--- src/rtl/regfile_multiport.sv ---
// regfile_multiport: parametrised architectural register file with N read ports,
// optional write-to-read bypass, asynchronous clear and a per-register busy scoreboard.
//   clk, rst          : rising-edge clock, asynchronous active-high clear
//   rd_addr/rd_data   : NUM_RD combinational read ports (packed, port i at [i*W +: W])
//   rd_busy           : per-port "register has a pending producer" flag
//   we/wa/wd          : write-back port, also releases the register's reservation
//   rsv_en/rsv_addr   : decode-side reservation (marks register busy)
//   busy_cnt          : registered count of busy registers
module regfile_multiport #(
  parameter int unsigned XLEN     = 32,
  parameter int unsigned NUM_REGS = 32,
  parameter int unsigned NUM_RD   = 2,
  parameter int unsigned BYPASS   = 1,
  localparam int unsigned AW      = $clog2(NUM_REGS)
) (
  input  logic                   clk,
  input  logic                   rst,
  input  logic [NUM_RD*AW-1:0]   rd_addr,
  output logic [NUM_RD*XLEN-1:0] rd_data,
  output logic [NUM_RD-1:0]      rd_busy,
  input  logic                   we,
  input  logic [AW-1:0]          wa,
  input  logic [XLEN-1:0]        wd,
  input  logic                   rsv_en,
  input  logic [AW-1:0]          rsv_addr,
  output logic [AW:0]            busy_cnt
);

  localparam int unsigned CW = AW + 1;

  logic [XLEN-1:0]     regs [NUM_REGS];
  logic [NUM_REGS-1:0] busy;
  logic [NUM_REGS-1:0] busy_nxt;
  logic [CW-1:0]       cnt_nxt;
  logic                wr_ok;
  logic                rsv_ok;

  assign wr_ok  = we && (wa != '0);
  assign rsv_ok = rsv_en && (rsv_addr != '0);

  // Data storage; register 0 is never written and always reads as zero.
  always_ff @(posedge clk or posedge rst) begin
    if (rst) begin
      for (int i = 0; i < NUM_REGS; i++) regs[i] <= '0;
    end else if (wr_ok) begin
      regs[wa] <= wd;
    end
  end

  // Scoreboard next state: write-back releases, reservation sets and wins a tie.
  always_comb begin
    busy_nxt = busy;
    if (wr_ok)  busy_nxt[wa]       = 1'b0;
    if (rsv_ok) busy_nxt[rsv_addr] = 1'b1;
    busy_nxt[0] = 1'b0;
    cnt_nxt = '0;
    for (int i = 1; i < NUM_REGS; i++) cnt_nxt = cnt_nxt + CW'(busy_nxt[i]);
  end

  // Busy bits and their population count move together on the same edge.
  always_ff @(posedge clk or posedge rst) begin
    if (rst) begin
      busy     <= '0;
      busy_cnt <= '0;
    end else begin
      busy     <= busy_nxt;
      busy_cnt <= cnt_nxt;
    end
  end

  // Combinational read ports; a matching write in flight is forwarded and
  // hides the busy flag since its producer is completing this cycle.
  for (genvar g = 0; g < NUM_RD; g++) begin : g_rd
    logic [AW-1:0] ra;
    logic          fwd;
    assign ra  = rd_addr[g*AW +: AW];
    assign fwd = (BYPASS != 0) && wr_ok && (wa == ra);
    assign rd_data[g*XLEN +: XLEN] = fwd ? wd : ((ra == '0) ? '0 : regs[ra]);
    assign rd_busy[g]              = fwd ? 1'b0 : busy[ra];
  end

endmodule

--- config.mk ---
export PLATFORM = sky130hd
export DESIGN_NAME = regfile_multiport
export DESIGN_NICKNAME = d
export VERILOG_FILES = /design/src/rtl/regfile_multiport.sv
export SDC_FILE = /design/constraint.sdc
export NUM_CORES = 2
export LEC_CHECK = 0
export ABC_AREA = 1
export BUFFER_PORTS_ARGS = -buffer_cell sky130_fd_sc_hd__buf_2
export CAP_MARGIN = 20
export CORE_UTILIZATION = 50
export CTS_CLUSTER_DIAMETER = 100
export DETAILED_ROUTE_END_ITERATION = 8
export MAX_ROUTING_LAYER = met4
export PLACE_DENSITY = 0.73
export SKIP_LAST_GASP = 1
export SYNTH_ARGS = -nofsm -noshare
export SYNTH_HDL_FRONTEND = slang
export SYNTH_SLANG_ARGS = --single-unit
--- constraint.sdc ---
create_clock -name clk -period 58.2 [get_ports clk]
set_input_delay 5.82 -clock clk [delete_from_list [all_inputs] [get_ports clk]]
set_output_delay 5.82 -clock clk [all_outputs]
set_load 0.02 [all_outputs]
==> run summary <==
## Run status
• outcome: finished, final reports clean

## Clock tree
• Post-CTS Hold Buffers: 0
• clock transition at the registers of the reported paths: 60 ps
• cells resized by post-CTS repair: 0
• TritonCTS clock tree: done
• TritonCTS Buffers: 113
• buffers inserted by post-CTS timing repair: 0
• maximum clock insertion buffer count: 3
• TritonCTS sink count: 1,061
• root buffer selected by CTS: clkbuf_16
• source-to-sink clock delay at the later pin of the worst-skew pair: 730 ps
• CTS H-Tree Depth: 3

## Floorplan
• Die H: 350 um
• num rows: 127
• Core Box Area: 120,000 um2
• ports placed on the boundary: 128
• initial standard-cell utilization of the core: 50.5%
• floorplan die width: 350 um
• die area: 123,000 um2

## Critical path
• Critical-path top delay cell: buf_4
• reg-to-reg startpoint: busy[18]
• R2R Path End: busy_cnt[4]
• Crit path largest cell delay: 710 ps
• Setup crit end kind: output port
• CP Data Required Time: 52,380 ps
• Worst Path Arrival: 10,070 ps
• Max Fanout on Critical Path: 97
• CP Launch Type: primary input
• most frequent cell on the critical path: nand2_1
• worst reg-to-reg path cell count: 17
• Critical Path, Cell by Cell: buf_8, inv_8, buf_4, nor2_4, buf_4, buf_4, nand2_1, nand3_1, nand2_1, nand2_1, nor2_1, nand2_1, nand3_1, nand2_1, buf_2
• critical path start-end classification: primary input to output port
• R2R setup slack: 52,860 ps

## Yosys
• number of standard cells after synthesis: 8,755
• FFs w/ async S/R, synth: 100%
• top cell types by occurrence after synthesis: 2,772 x nand2_1, 1,061 x dfrtp_1, 996 x o21ai_0, 799 x inv_1, 738 x nand3_1
• flip-flop cell with the highest count after synthesis: dfrtp_1
• dominant cell by count in the synthesized netlist: nand2_1
• net count after synthesis: 8,841
• number of enable-type register cells in the synthesized netlist: 0
• Post-Synthesis Cell Area: 60,600 um2
• post-synthesis compound-gate area fraction: 17.8%
• Yosys reg bits: 1,061
• dominant combinational cell family by area after synthesis: simple AND/OR/NAND/NOR gates
• area share of fa/ha/maj cells after synthesis: 0.905%
• main area contributors after synthesis: dfrtp_1 44%, nand2_1 17%, o21ai_0 8.2%
• parity-gate share of the synthesized area counting xor and xnor cells: 0.130%
• portion of netlist area occupied by mux cells: 0%
• syn_area_per_cell: 6.92 um2
• portion of synthesized cell area occupied by the leading cell type: 43.8%
• Synth Warn #: 0
• synthesized-area fraction occupied by and/or/nand/nor cells: 27.0%
• part of the Yosys area used for sequential elements: 43.8%
• top cell type by total area after synthesis: dfrtp_1
• synth unique cells: 34

## Finish
• Nets: 8,462
• post-route cell area: 65,100 um2
• ratio of cells with drive above 1 in the final layout: 5.82%
• Area Overhead vs Synth: 7.42%
• Layout Cells excl Fill: 10,100
• share of the core filled with cells: 54.2%
• fillers: 11,300

## Min path
• hold_sp: regs[1022]
• Hold Crit Endpoint: regs[1022]
• Hold Path Cell Cnt: 0
• min-delay worst type: register to register

## Global route
• wire length of the first global-routing pass: 368 mm
• antenna violations before repair: 33
• Tot GR Track Use: 41.4%
• via count of the first global-routing pass: 57,600
• global route overflow: 0
• largest net degree at the start of global routing: 192

## Run
• max capacitance violation total: 0

## Timing
• setup repair after global routing missed its margin: no
• Worst Max-Slew Pin Slew: 1310 ps
• worst slew slack as a fraction of its limit: 12.9%
• final hold viol count: 0
• setup violation total in the final timing report: 0
• worst-case setup margin in the final layout: 42,310 ps
• share of the clock period used by the worst path: 27.3%
• maximum operating frequency: 62.9 MHz
• minimum period implied by the final worst setup slack: 15,890 ps
• max-slew violation total from the final report: 0
• worst hold-check slack: 389 ps
• Setup Total Neg Slack: 0 ps
• setup skew after layout: 11.2 ps

## Power and ir drop
• total chip power: 2.49 mW
• IR drop worst, VDD: 0.216 mV
• power density over the cells: 38.2 nW/um2
• Static Leak: 30.4 nW

## Drt
• detail-routed net length per standard cell: 24.6 um
• number of nets still failing antenna checks after routing: 0
• Vias per Instance: 6.15
• count of vias placed by the detailed router: 62,200
• routed wire length: 249 mm
• first-pass iteration count of the detailed router: 8
• Iter 0 DRT Violations: 10,300
• post-route DRC violation count: 0

## Placement
• number of input and output port buffers inserted: 127
• worst slack after detailed placement: 42,500 ps
• GP Congestion: 0.938
• Cell Area, Placed: 61,300 um2
• number of instances in the placed design: 9,871
• sum of net half-perimeters after detailed placement: 135 mm

==> worst max-delay path by stage <==
| stage | startpoint | end | cells after the start |
|---|---|---|---|
| 4_1_cts | rd_addr[0] | rd_data[21] | 15 |
| 2_1_floorplan | rst | busy[10] | 1 |
| 5_1_grt | rd_addr[0] | rd_data[14] | 15 |
| 6_report | rd_addr[0] | rd_data[21] | 15 |
| 3_3_place_gp | rd_addr[0] | rd_data[14] | 15 |
| 3_5_place_dp | rd_addr[0] | rd_data[21] | 15 |
==> registers in the layout, indices dropped and copies added, names as in the netlist <==
register / flops
regs: 1024
busy: 31
busy_cnt: 6
==> metal layers <==
| layer | global-route usage [%] | wire length (um) |
|---|---|---|
| met1 | 51.2 | 88800 |
| met2 | 59.1 | 104000 |
| met3 | 12.6 | 39100 |
| met4 | 25.2 | 17300 |
| met5 | - | 0 |
==> worst max-delay path: cells and delay by family <==
kind / cells / cell delay [ps]
AND/OR/NAND/NOR: 9 / 1400
buffers and inverters: 6 / 2700
==> area by class of cell <==
| type | count | area, um2 | share of cell area, % |
|---|---|---|---|
| clock inverters | 25 | 210 | 0.323 |
| flip-flops and latches | 1061 | 26600 | 40.8 |
| inverters | 832 | 3150 | 4.85 |
| well taps | 1612 | 2020 | 3.10 |
| clock buffers | 179 | 3430 | 5.27 |
| repair buffers | 243 | 1660 | 2.54 |
| multi-input cells | 6125 | 28000 | 43.0 |
| diodes | 34 | 85.1 | 0.131 |
==> report_power, final <==
part | total (mW) | switching, mW | internal, mW
sequential | 1.00 | 0.0929 | 0.907
combinational | 0.757 | 0.490 | 0.267
clock | 0.730 | 0.316 | 0.414
total | 2.49 | 0.900 | 1.59
==> cells in the final DEF, fill, tap and decap left out, types with 2 or more instances in the layout <==
cell type | netlist | routed
ha_1 | 7 | 7
nor2_2 | 10 | 5
nor2_4 | 3 | 30
nand3_1 | 738 | 738
bufinv_16 | 0 | 3
inv_6 | 0 | 2
buf_12 | 0 | 6
clkbuf_1 | 366 | 35
o21ai_0 | 996 | 996
inv_1 | 799 | 792
nor3_1 | 10 | 10
inv_2 | 29 | 31
buf_2 | 297 | 119
inv_4 | 0 | 3
nand2_1 | 2772 | 2770
nor3_2 | 3 | 3
dfrtp_1 | 1061 | 1061
clkbuf_16 | 0 | 117
inv_8 | 0 | 3
buf_4 | 6 | 112
xor2_1 | 2 | 2
o211ai_1 | 265 | 265
nand2_4 | 0 | 2
clkinv_1 | 4 | 3
clkbuf_8 | 0 | 27
o21ai_1 | 130 | 130
o21a_1 | 6 | 6
clkinv_2 | 0 | 19
xnor2_1 | 7 | 7
o22ai_1 | 23 | 23
a21oi_1 | 584 | 584
diode_2 | 0 | 34
nor2_1 | 533 | 511
nand4_1 | 5 | 5
buf_8 | 0 | 4
fa_1 | 23 | 23
==> kinds of logic after synthesis <==
logic type | Yosys count
AOI/OAI and AO/OA | 2009
xor gates and xnor gates | 9
adders and majority gates | 30
buffers and inverters | 1569
DFF | 1061
and+or+nand+nor | 4077
Power figures use the tool's default switching activity.
